**config.mk**
```make
export PLATFORM = sky130hd
export DESIGN_NAME = bick_delay_cal
export DESIGN_NICKNAME = d
export VERILOG_FILES = /design/src/rtl/bick_delay_cal.sv
export SDC_FILE = /design/constraint.sdc
export NUM_CORES = 1
export LEC_CHECK = 0
export BUFFER_PORTS_ARGS = -buffer_cell sky130_fd_sc_hd__buf_2
export CAP_MARGIN = 20
export CELL_PAD_IN_SITES_DETAIL_PLACEMENT = 0
export CELL_PAD_IN_SITES_GLOBAL_PLACEMENT = 1
export CORE_MARGIN = 1
export CORE_UTILIZATION = 52
export CTS_CLUSTER_SIZE = 28
export DETAILED_ROUTE_END_ITERATION = 6
export PLACE_DENSITY = 0.95
export SYNTH_ARGS = -nofsm -noshare
export SYNTH_HDL_FRONTEND = slang
export SYNTH_SLANG_ARGS = --single-unit
```
**constraint.sdc**
```tcl
create_clock -name clk_300m -period 10.75 [get_ports clk_300m]
set_input_delay 0.5375 -clock clk_300m [delete_from_list [all_inputs] [get_ports clk_300m]]
set_output_delay 0.5375 -clock clk_300m [all_outputs]
set_load 0.05 [all_outputs]
```
**src/rtl/bick_delay_cal.sv**
```systemverilog
// bick_delay_cal: sweeps BICK delay taps, counts sampling hazards, programs the centre of the widest clean window
module bick_delay_cal #(
    parameter int N_EDGES    = 64,
    parameter int SETTLE_CYC = 16,
    parameter int TIMEOUT    = 4096,
    parameter int ERR_W      = 7
) (
    input  logic             clk_300m,
    input  logic             rst_n,
    input  logic             cal_start,
    input  logic             manual_en,
    input  logic [2:0]       manual_setting,
    input  logic             bick_fb,
    input  logic             sdata_in,
    output logic [2:0]       delay_setting,
    output logic             cal_busy,
    output logic             cal_done,
    output logic             cal_fail,
    output logic [7:0]       zero_map,
    output logic [ERR_W-1:0] best_err
);
    localparam int EW = $clog2(N_EDGES + 1);
    localparam int SW = $clog2(SETTLE_CYC + 1);
    localparam int TW = $clog2(TIMEOUT + 1);
    localparam logic [EW-1:0]    E_LAST = EW'(N_EDGES - 1);
    localparam logic [SW-1:0]    S_LAST = SW'(SETTLE_CYC - 1);
    localparam logic [TW-1:0]    T_LAST = TW'(TIMEOUT - 1);
    localparam logic [ERR_W-1:0] E_MAX  = '1;
    typedef enum logic [2:0] {IDLE, SETTLE, MEASURE, NEXT, EVAL, DONE} state_t;
    state_t           state;
    logic             b_s1, b_s2, b_s3, d_s1, d_s2, d_s3;
    logic [SW-1:0]    set_cnt;
    logic [EW-1:0]    edge_cnt;
    logic [TW-1:0]    to_cnt;
    logic [ERR_W-1:0] err_cnt, min_err;
    logic [2:0]       tap, min_tap, prev_setting, idx, run_start, best_start;
    logic [3:0]       run_len, best_len;
    logic             edge_ev, hazard, bit_t, take;
    logic [3:0]       run_n, fin_len;
    logic [2:0]       start_n, fin_start, centre;
    always_ff @(posedge clk_300m or negedge rst_n) begin
        if (!rst_n) {b_s1, b_s2, b_s3, d_s1, d_s2, d_s3} <= '0;
        else {b_s1, b_s2, b_s3, d_s1, d_s2, d_s3} <= {bick_fb, b_s1, b_s2, sdata_in, d_s1, d_s2};
    end
    assign edge_ev = b_s2 & ~b_s3;
    assign hazard  = edge_ev & (d_s2 ^ d_s3);
    // Run-length scan of zero_map, one tap per EVAL cycle; strict > keeps the first longest run
    always_comb begin
        bit_t     = zero_map[idx];
        run_n     = bit_t ? run_len + 4'd1 : 4'd0;
        start_n   = (bit_t && run_len == 4'd0) ? idx : run_start;
        take      = run_n > best_len;
        fin_len   = take ? run_n : best_len;
        fin_start = take ? start_n : best_start;
        centre    = fin_start + 3'((fin_len - 4'd1) >> 1);
    end
    always_ff @(posedge clk_300m or negedge rst_n) begin
        if (!rst_n) begin
            state         <= IDLE;
            delay_setting <= '0;
            cal_busy      <= 1'b0;
            cal_done      <= 1'b0;
            cal_fail      <= 1'b0;
            zero_map      <= '0;
            best_err      <= '0;
            set_cnt       <= '0;
            edge_cnt      <= '0;
            to_cnt        <= '0;
            err_cnt       <= '0;
            min_err       <= '0;
            tap           <= '0;
            min_tap       <= '0;
            prev_setting  <= '0;
            idx           <= '0;
            run_start     <= '0;
            best_start    <= '0;
            run_len       <= '0;
            best_len      <= '0;
        end else begin
            case (state)
                IDLE, DONE: begin
                    if (manual_en) delay_setting <= manual_setting;
                    else if (cal_start) begin
                        prev_setting  <= delay_setting;
                        tap           <= '0;
                        delay_setting <= '0;
                        zero_map      <= '0;
                        min_err       <= E_MAX;
                        min_tap       <= '0;
                        cal_done      <= 1'b0;
                        cal_fail      <= 1'b0;
                        cal_busy      <= 1'b1;
                        set_cnt       <= '0;
                        state         <= SETTLE;
                    end
                end
                SETTLE: begin
                    if (set_cnt == S_LAST) begin
                        edge_cnt <= '0;
                        err_cnt  <= '0;
                        to_cnt   <= '0;
                        state    <= MEASURE;
                    end else set_cnt <= set_cnt + 1'b1;
                end
                MEASURE: begin
                    if (edge_ev) begin
                        edge_cnt <= edge_cnt + 1'b1;
                        to_cnt   <= '0;
                        if (hazard && err_cnt != E_MAX) err_cnt <= err_cnt + 1'b1;
                        if (edge_cnt == E_LAST) state <= NEXT;
                    end else if (to_cnt == T_LAST) begin
                        delay_setting <= prev_setting;
                        cal_fail      <= 1'b1;
                        cal_done      <= 1'b1;
                        cal_busy      <= 1'b0;
                        state         <= DONE;
                    end else to_cnt <= to_cnt + 1'b1;
                end
                NEXT: begin
                    zero_map[tap] <= (err_cnt == '0);
                    if (err_cnt < min_err) begin
                        min_err <= err_cnt;
                        min_tap <= tap;
                    end
                    if (tap == 3'd7) begin
                        idx        <= '0;
                        run_len    <= '0;
                        run_start  <= '0;
                        best_len   <= '0;
                        best_start <= '0;
                        state      <= EVAL;
                    end else begin
                        tap           <= tap + 3'd1;
                        delay_setting <= tap + 3'd1;
                        set_cnt       <= '0;
                        state         <= SETTLE;
                    end
                end
                EVAL: begin
                    run_len    <= run_n;
                    run_start  <= start_n;
                    best_len   <= fin_len;
                    best_start <= fin_start;
                    idx        <= idx + 3'd1;
                    if (idx == 3'd7) begin
                        delay_setting <= (fin_len != 4'd0) ? centre : min_tap;
                        best_err      <= (fin_len != 4'd0) ? '0 : min_err;
                        cal_fail      <= (fin_len == 4'd0);
                        cal_done      <= 1'b1;
                        cal_busy      <= 1'b0;
                        state         <= DONE;
                    end
                end
                default: state <= IDLE;
            endcase
        end
    end
endmodule

```
==> results of run 1 <==
[cells by family after synthesis]
family / synth area share
buffers and inverters: 0.0406
multiplexers: 0.0362
AND/OR/NAND/NOR: 0.189
flip-flops: 0.440
AO/OA/AOI/OAI: 0.200
XOR/XNOR: 0.0415
adder cells (fa/ha/maj): 0.0524
[registers in the layout, indices dropped and copies added (netlist names), 3 cells and up]
name	flops
edge_cnt	7
to_cnt	13
state	3
min_err	7
idx	3
run_len	4
delay_setting	3
best_err	7
best_start	3
zero_map	8
set_cnt	5
run_start	3
min_tap	3
err_cnt	7
best_len	4
tap	3
prev_setting	3
[per-layer routing]
layer	share of wire	wire length, microns	GRT usage
met3	0.059	731	0.0426
met4	0.014	172	0.0673
met5	0	0	0
met1	0.46	5700	0.342
met2	0.46	5740	0.368
[placed cells by master, fill, tap and decap left out, types with 4 or more instances in the layout]
| cell type | instances |
|---|---|
| dfrtp_1 | 95 |
| nand2_1 | 57 |
| nor2_1 | 43 |
| o21ai_0 | 39 |
| buf_2 | 28 |
| inv_1 | 26 |
| ha_1 | 21 |
| nand3_1 | 15 |
| and3_1 | 14 |
| or3_1 | 14 |
| nand4_1 | 13 |
| a21oi_1 | 13 |
| o31ai_1 | 13 |
| xnor2_1 | 12 |
| nand2b_1 | 12 |
| xor2_1 | 11 |
| mux2i_1 | 9 |
| a21o_1 | 9 |
| a22o_1 | 9 |
| clkbuf_8 | 9 |
| nor2b_1 | 8 |
| mux2_2 | 8 |
| nor3_1 | 8 |
| a221oi_1 | 7 |
| o211ai_1 | 6 |
| a31oi_1 | 5 |
| or2_2 | 5 |
| o41ai_1 | 5 |
| nor3b_1 | 4 |
| o311ai_0 | 4 |
| buf_4 | 4 |
[power breakdown]
part           switching [mW]  internal [mW]  leakage, nW
clock network           0.134          0.110       0.0929
logic                   0.540          0.336         1.37
registers              0.0913          0.442         1.24
total                   0.765          0.888         2.71
[cell usage after synthesis, drive strengths merged (7+ instances only)]
| cell type | count | area (sq um) |
|---|---|---|
| a221oi | 7 | 61.3 |
| nor3 | 8 | 40.0 |
| and3 | 14 | 87.6 |
| inv | 27 | 101 |
| a21o | 9 | 67.6 |
| nand3 | 15 | 75.1 |
| a21oi | 13 | 65.1 |
| dfrtp | 95 | 2380 |
| clkbuf | 20 | 75.1 |
| nand2 | 57 | 214 |
| xnor2 | 12 | 105 |
| mux2i | 9 | 90.1 |
| xor2 | 11 | 96.3 |
| o21ai | 40 | 200 |
| nand2b | 12 | 75.1 |
| a22o | 9 | 78.8 |
| nor2 | 43 | 161 |
| or3 | 14 | 87.6 |
| mux2 | 9 | 105 |
| o31ai | 14 | 119 |
| ha | 21 | 263 |
| nand4 | 13 | 81.3 |
| nor2b | 8 | 50.1 |
[area by class of cell]
cell class                      count  area [sq um]
Sequential cell                    95          2380
Tap cell                          133           166
Fill cell                         896          4090
Clock buffer                        9           124
Clock inverter                      7          78.8
Multi-Input combinational cell    414          2800
Timing Repair Buffer               33           175
Inverter                           27           101
[worst paths after layout]
kind,startpoint,endpoint,slack [ns],cells past startpoint
setup / recovery,idx[0]$_DFFE_PN0P_,delay_setting[2]$_DFFE_PN0P_,6.16,18
hold / removal,rst_n,run_len[2]$_DFFE_PN0P_,0.03,1
setup reg to reg,idx[0]$_DFFE_PN0P_,delay_setting[2]$_DFFE_PN0P_,6.16,18
hold reg to reg,b_s1$_DFF_PN0_,b_s2$_DFF_PN0_,0.36,0
max in group asynchronous,rst_n,min_tap[0]$_DFFE_PN0P_,9.49,2
min in group clk_300m,sdata_in,d_s1$_DFF_PN0_,0.28,1
[worst register-to-register path, stage by stage (launching register included)]
cell and delay, ns:
dfrtp_1 0.54, mux2i_1 0.17, a22oi_2 0.29, nand2_1 0.14, nor2_1 0.31, ha_1 0.26
nand2_1 0.09, or2_2 0.27, a311oi_1 0.31, nor2_1 0.13, and2_4 0.23, a31oi_1 0.20
ha_1 0.17, inv_1 0.05, fa_1 0.41, xnor2_1 0.25, o22ai_1 0.14, a31o_1 0.20
a311o_1 0.35
[through the flow]
| stage | instance area [sq um] | power, mW | util |
|---|---|---|---|
| CTS | 5820 | 1.65 | 0.587 |
| floorplan | 5400 | 1.22 | - |
| global route | 5820 | 1.78 | 0.588 |
| detailed placement | 5620 | 1.40 | 0.567 |
| finish | 5820 | 1.65 | 0.588 |
| global placement | 5620 | 1.37 | 0.567 |
==> flow_metrics.py, run 1 <==
metrics = {
    "floorplanning": {
        "die_h_microns": 104,
        "ios": 30,
        "die-area_sq_um": 10800,
        "rows": 36,
        "coreArea_sq_um": 9910,
        "initial_core_util": 0.545,
        "die_w_microns": 104,
    },
    "sta": {
        "final.setup.tns_ns": 0,
        "layout_setup_ws_ns": 6.16,
        "tightest_slew_ns": 1.04,
        "skew_ns": 0.0117,
        "whs_ns": 0.0286,
        "slew_violations": 0,
        "relSlewSlack": 0.307,
        "fmax_ghz": 0.218,
        "hold_viol": 0,
        "finalCriticalPeriod_ns": 4.59,
        "setup_viol": 0,
        "fin_crit_sh": 0.427,
        "rsz0062_at_grt": "no",
    },
    "grt": {
        "grt_overflow_total": 0,
        "antenna_found_initial": 0,
        "grt_pass1_vias": 4219,
        "grt_pass1_wl_microns": 20900,
        "grtUsageTotal": 0.237,
        "grt_max_degree": 78,
    },
    "worst_setup_path": {
        "max_stage_delay_ns": 0.54,
        "critPathSlowestCell": "dfrtp_1",
        "worst_setup_path_start_kind": "register",
        "critPathBufInv": 1,
        "cp.required_ns": 11.00,
        "cp-end-kind": "register",
        "path_cells": "mux2i_1, a22oi_2, nand2_1, nor2_1, ha_1, nand2_1, or2_2, a311oi_1, nor2_1, and2_4, a31oi_1, ha_1, inv_1, fa_1, xnor2_1, o22ai_1, a31o_1, a311o_1",
        "critPathArrivalTime_ns": 4.85,
        "crit_fanout": 11,
        "crit_family": "compound AO/OA/AOI/OAI gates",
        "critPathKind": "register to register",
    },
    "power_and_ir_drop": {
        "vdd_drop_max_v": 0.000165,
        "leakagePower_nw": 2.71,
        "p_per_area_nw_per_um2": 284,
    },
    "clock_tree": {
        "root_buffer": "clkbuf_8",
        "cts_setup_buffers": 0,
        "cts.path.max_buffers": 2,
        "cts_tree": "yes",
        "postCtsHoldBufs": 0,
        "ctsResizeCount": 0,
        "clock_sinks": 95,
        "clk_latency_ns": 0.36,
        "ctsHtreeMaxLevel": 3,
        "clk_pin_slew_worst_paths_ns": 0.10,
        "numCtsBuffers": 9,
    },
    "yosys": {
        "synthesis.area_sq_um": 5400,
        "synthArstFlopShare": 1.00,
        "syn_nets": 592,
        "ys_warn_count": 0,
        "synth_flop_cell": "dfrtp_1",
        "synth_edf_count": 0,
        "synth_cells": 561,
        "yosysSeqAreaShare": 0.440,
        "yosysUniqueCellTypes": 69,
        "ys_ff_latch": 95,
        "syn_area_per_cell_sq_um": 9.62,
    },
    "placement": {
        "gp_congestion": 0.877,
        "post-place-ws_ns": 6.21,
        "portBuffers": 29,
        "dp_hpwl_microns": 8800,
        "dp.cells": 701,
    },
    "final_layout": {
        "drive_gt1_frac": 0.126,
        "syn2layout_area_growth_pct": 7.90,
        "final-instance-count-excl-fill": 718,
        "antenna_cells": 0,
        "nets": 611,
    },
    "route": {
        "num_vias": 4397,
        "drtAntennaViolNets": 0,
        "firstDrtPassIters": 6,
        "drt_iter0_drc": 270,
        "vias_per_cell": 6.12,
        "routed_wl_microns": 12300,
        "drc": 0,
        "post_drt_wl_per_cell_microns": 17.2,
    },
    "worst_hold_path": {
        "hold_class": "input pin to async pin",
    },
    "status": {
        "status": "complete, no violations",
    },
    "flow_run": {
        "drv_cap": 0,
    },
}
Note: power is estimated with default switching activity, not from simulation.
==> run 2: changes to the inputs <==
Settings changed: CORE_UTILIZATION 52 to 43, PLACE_DENSITY 0.95 to 0.85.
Clock period 10.75 ns to 3.7 ns, I/O delays scaled along.
==> run 2 against run 1 <==
Effect of this change:
- the flow now finishes with violations (hold timing, setup timing)
- register-to-register slack worse by 6.4 ns
- maximum frequency is 17% higher
- total power increased to 3.4 times the previous value
- critical path depth increased by 3
- die area up 21%
- cell area up 8.6%
==> flow_metrics.py, run 2 (synthesis gave the netlist of run 1 again) <==
metrics = {
    "power_and_ir_drop": {
        "p_per_area_nw_per_um2": 890,
        "swShare": 0.437,
        "leakagePower_nw": 2.90,
        "seq_power_share": 0.280,
        "comb_power_share": 0.549,
        "p_int_mw": 3.17,
        "vdd_drop_max_v": 0.000363,
        "pwr-share-clk": 0.171,
        "p_sw_mw": 2.46,
    },
    "status": {
        "status": "complete, but fails checks",
        "violations": "hold timing, setup timing",
    },
    "clock_tree": {
        "cts_tree": "yes",
        "cts.path.max_buffers": 2,
        "numCtsBuffers": 9,
        "root_buffer": "clkbuf_16",
        "ctsHtreeMaxLevel": 3,
        "clk_latency_ns": 0.35,
        "clock_sinks": 95,
        "clk_pin_slew_worst_paths_ns": 0.06,
    },
    "sta": {
        "setup_viol": 1,
        "final.setup.tns_ns": -0.212,
        "tightest_slew_ns": 0.942,
        "finalCriticalPeriod_ns": 3.91,
        "skew_ns": 0.00751,
        "fin_crit_sh": 1.06,
        "fmax_ghz": 0.256,
        "relSlewSlack": 0.372,
        "layout_setup_ws_ns": -0.212,
        "whs_ns": -0.0335,
        "rsz0062_at_grt": "yes",
        "slew_violations": 0,
        "hold_viol": 29,
    },
    "final_layout": {
        "antenna_cells": 0,
        "fillers": 1119,
        "drive_gt1_frac": 0.208,
        "syn2layout_area_growth_pct": 17.2,
        "largest_reg_flops": 13,
        "largest_register": "to_cnt",
        "fin_area_sq_um": 6330,
        "nets": 636,
        "largestRegisters": "to_cnt: 13 flops, zero_map: 8 flops",
        "layout_common_cells": "dfrtp_1, nand2_1, nor2_1",
        "final_common_cell": "dfrtp_1",
        "fin_util": 0.522,
    },
    "worst_setup_path": {
        "path_cells": "mux2i_1, a22oi_2, nand2_4, nor2_4, inv_2, ha_4, nand2_1, o211ai_1, a21oi_1, o21a_2, and2_4, nor2_2, a31oi_4, ha_2, inv_2, fa_2, xnor2_2, nand2_1, o22ai_2, nor4_1, a311o_1",
        "critPathSlowestCell": "dfrtp_2",
        "cp.required_ns": 3.93,
        "critPathKind": "register to register",
        "worst_setup_path_start_kind": "register",
        "cp-end-kind": "register",
        "rr_startpoint": "idx[0]$_DFFE_PN0P_",
        "critPathArrivalTime_ns": 4.15,
        "critPathBufInv": 2,
        "crit_start": "idx[0]$_DFFE_PN0P_",
        "crit_fanout": 6,
        "crit_family": "compound AO/OA/AOI/OAI gates",
        "max_stage_delay_ns": 0.45,
    },
    "floorplanning": {
        "die_w_microns": 114,
        "coreArea_sq_um": 12100,
        "die-area_sq_um": 13000,
        "die_h_microns": 114,
        "initial_core_util": 0.446,
        "ios": 30,
        "rows": 40,
    },
    "placement": {
        "gp_congestion": 0.847,
        "portBuffers": 29,
        "placedInstanceArea_sq_um": 5920,
        "dp_hpwl_microns": 9320,
    },
    "worst_hold_path": {
        "hold_class": "input pin to async pin",
    },
    "route": {
        "vias_per_cell": 5.79,
        "routed_wl_microns": 13100,
        "drt_iter0_drc": 360,
        "drc": 0,
        "firstDrtPassIters": 5,
        "post_drt_wl_per_cell_microns": 16.8,
        "drtAntennaViolNets": 0,
        "num_vias": 4506,
    },
    "flow_run": {
        "drv_cap": 0,
    },
    "grt": {
        "grt_pass1_vias": 4356,
        "grtUsageTotal": 0.215,
        "grt_overflow_total": 0,
        "grt_max_degree": 73,
        "antenna_found_initial": 0,
        "grt_pass1_wl_microns": 21800,
    },
}
## run 2: stage by stage
| stage | setup WS [ns] | instances | power [mW] |
|---|---|---|---|
| floorplan | -0.257 | 561 | 3.74 |
| global placement | -0.162 | 758 | 4.40 |
| detailed placement | -0.340 | 758 | 4.48 |
| CTS | -0.192 | 776 | 5.50 |
| global route | -0.345 | 778 | 6.02 |
| finish | -0.212 | 778 | 5.63 |
## run 2: what timing repair did
item                                    in CTS  in global routing
resized for setup                            5                  7
hold endpoints to repair                     2                  0
hold buffers                                 2                  0
pin swaps                                    2                  4
setup buffers                                0                  2
endpoints found under the setup margin       2                  2
## run 2: path summary, 6_finish.rpt
| path | to | slack [ns] | cells after the start |
|---|---|---|---|
| min | best_start[1]$_DFFE_PN0P_ | -0.03 | 1 |
| max in group asynchronous | err_cnt[1]$_DFFE_PN0P_ | 2.86 | 2 |
| max reg2reg | delay_setting[2]$_DFFE_PN0P_ | -0.21 | 21 |
| max | delay_setting[2]$_DFFE_PN0P_ | -0.21 | 21 |
| min reg2reg | b_s2$_DFF_PN0_ | 0.36 | 0 |
| min in group clk_300m | delay_setting[1]$_DFFE_PN0P_ | 0.28 | 4 |
## run 2: per-layer routing
metal / up-vias / share of wire / track usage
met4: 0 / 0.016 / 0.0623
met2: 108 / 0.47 / 0.342
met3: 18 / 0.044 / 0.0521
met5: - / 0 / 0
li1: 2143 / - / -
met1: 2237 / 0.47 / 0.290
## run 2: worst register-to-register path: stages (launching register included)
cell and delay (ns):
dfrtp_2 0.45, mux2i_1 0.14, a22oi_2 0.26, nand2_4 0.11, nor2_4 0.14, inv_2 0.06
ha_4 0.16, nand2_1 0.12, o211ai_1 0.11, a21oi_1 0.22, o21a_2 0.17, and2_4 0.19
nor2_2 0.07, a31oi_4 0.15, ha_2 0.20, inv_2 0.04, fa_2 0.41, xnor2_2 0.18
nand2_1 0.10, o22ai_2 0.12, nor4_1 0.07, a311o_1 0.33
## run 2: area by class of cell
cell class / instances / area (sq um) / share of cell area
multi-input cells: 414 / 2950 / 0.466
flip-flops and latches: 95 / 2390 / 0.378
repair buffers: 58 / 370 / 0.0585
clock buffers: 11 / 253 / 0.0400
well taps: 168 / 210 / 0.0332
inverters: 27 / 101 / 0.0160
clock inverters: 5 / 56.3 / 0.00890
## run 2: power groups by stage
stage | sequential, mW | clock (mW) | combinational (mW)
finish | 1.58 | 0.964 | 3.09
global route | 1.62 | 1.03 | 3.37
CTS | 1.57 | 0.986 | 2.94
detailed placement | 1.59 | 0 | 2.90
global placement | 1.57 | 0 | 2.84
floorplan | 1.64 | 0 | 2.10
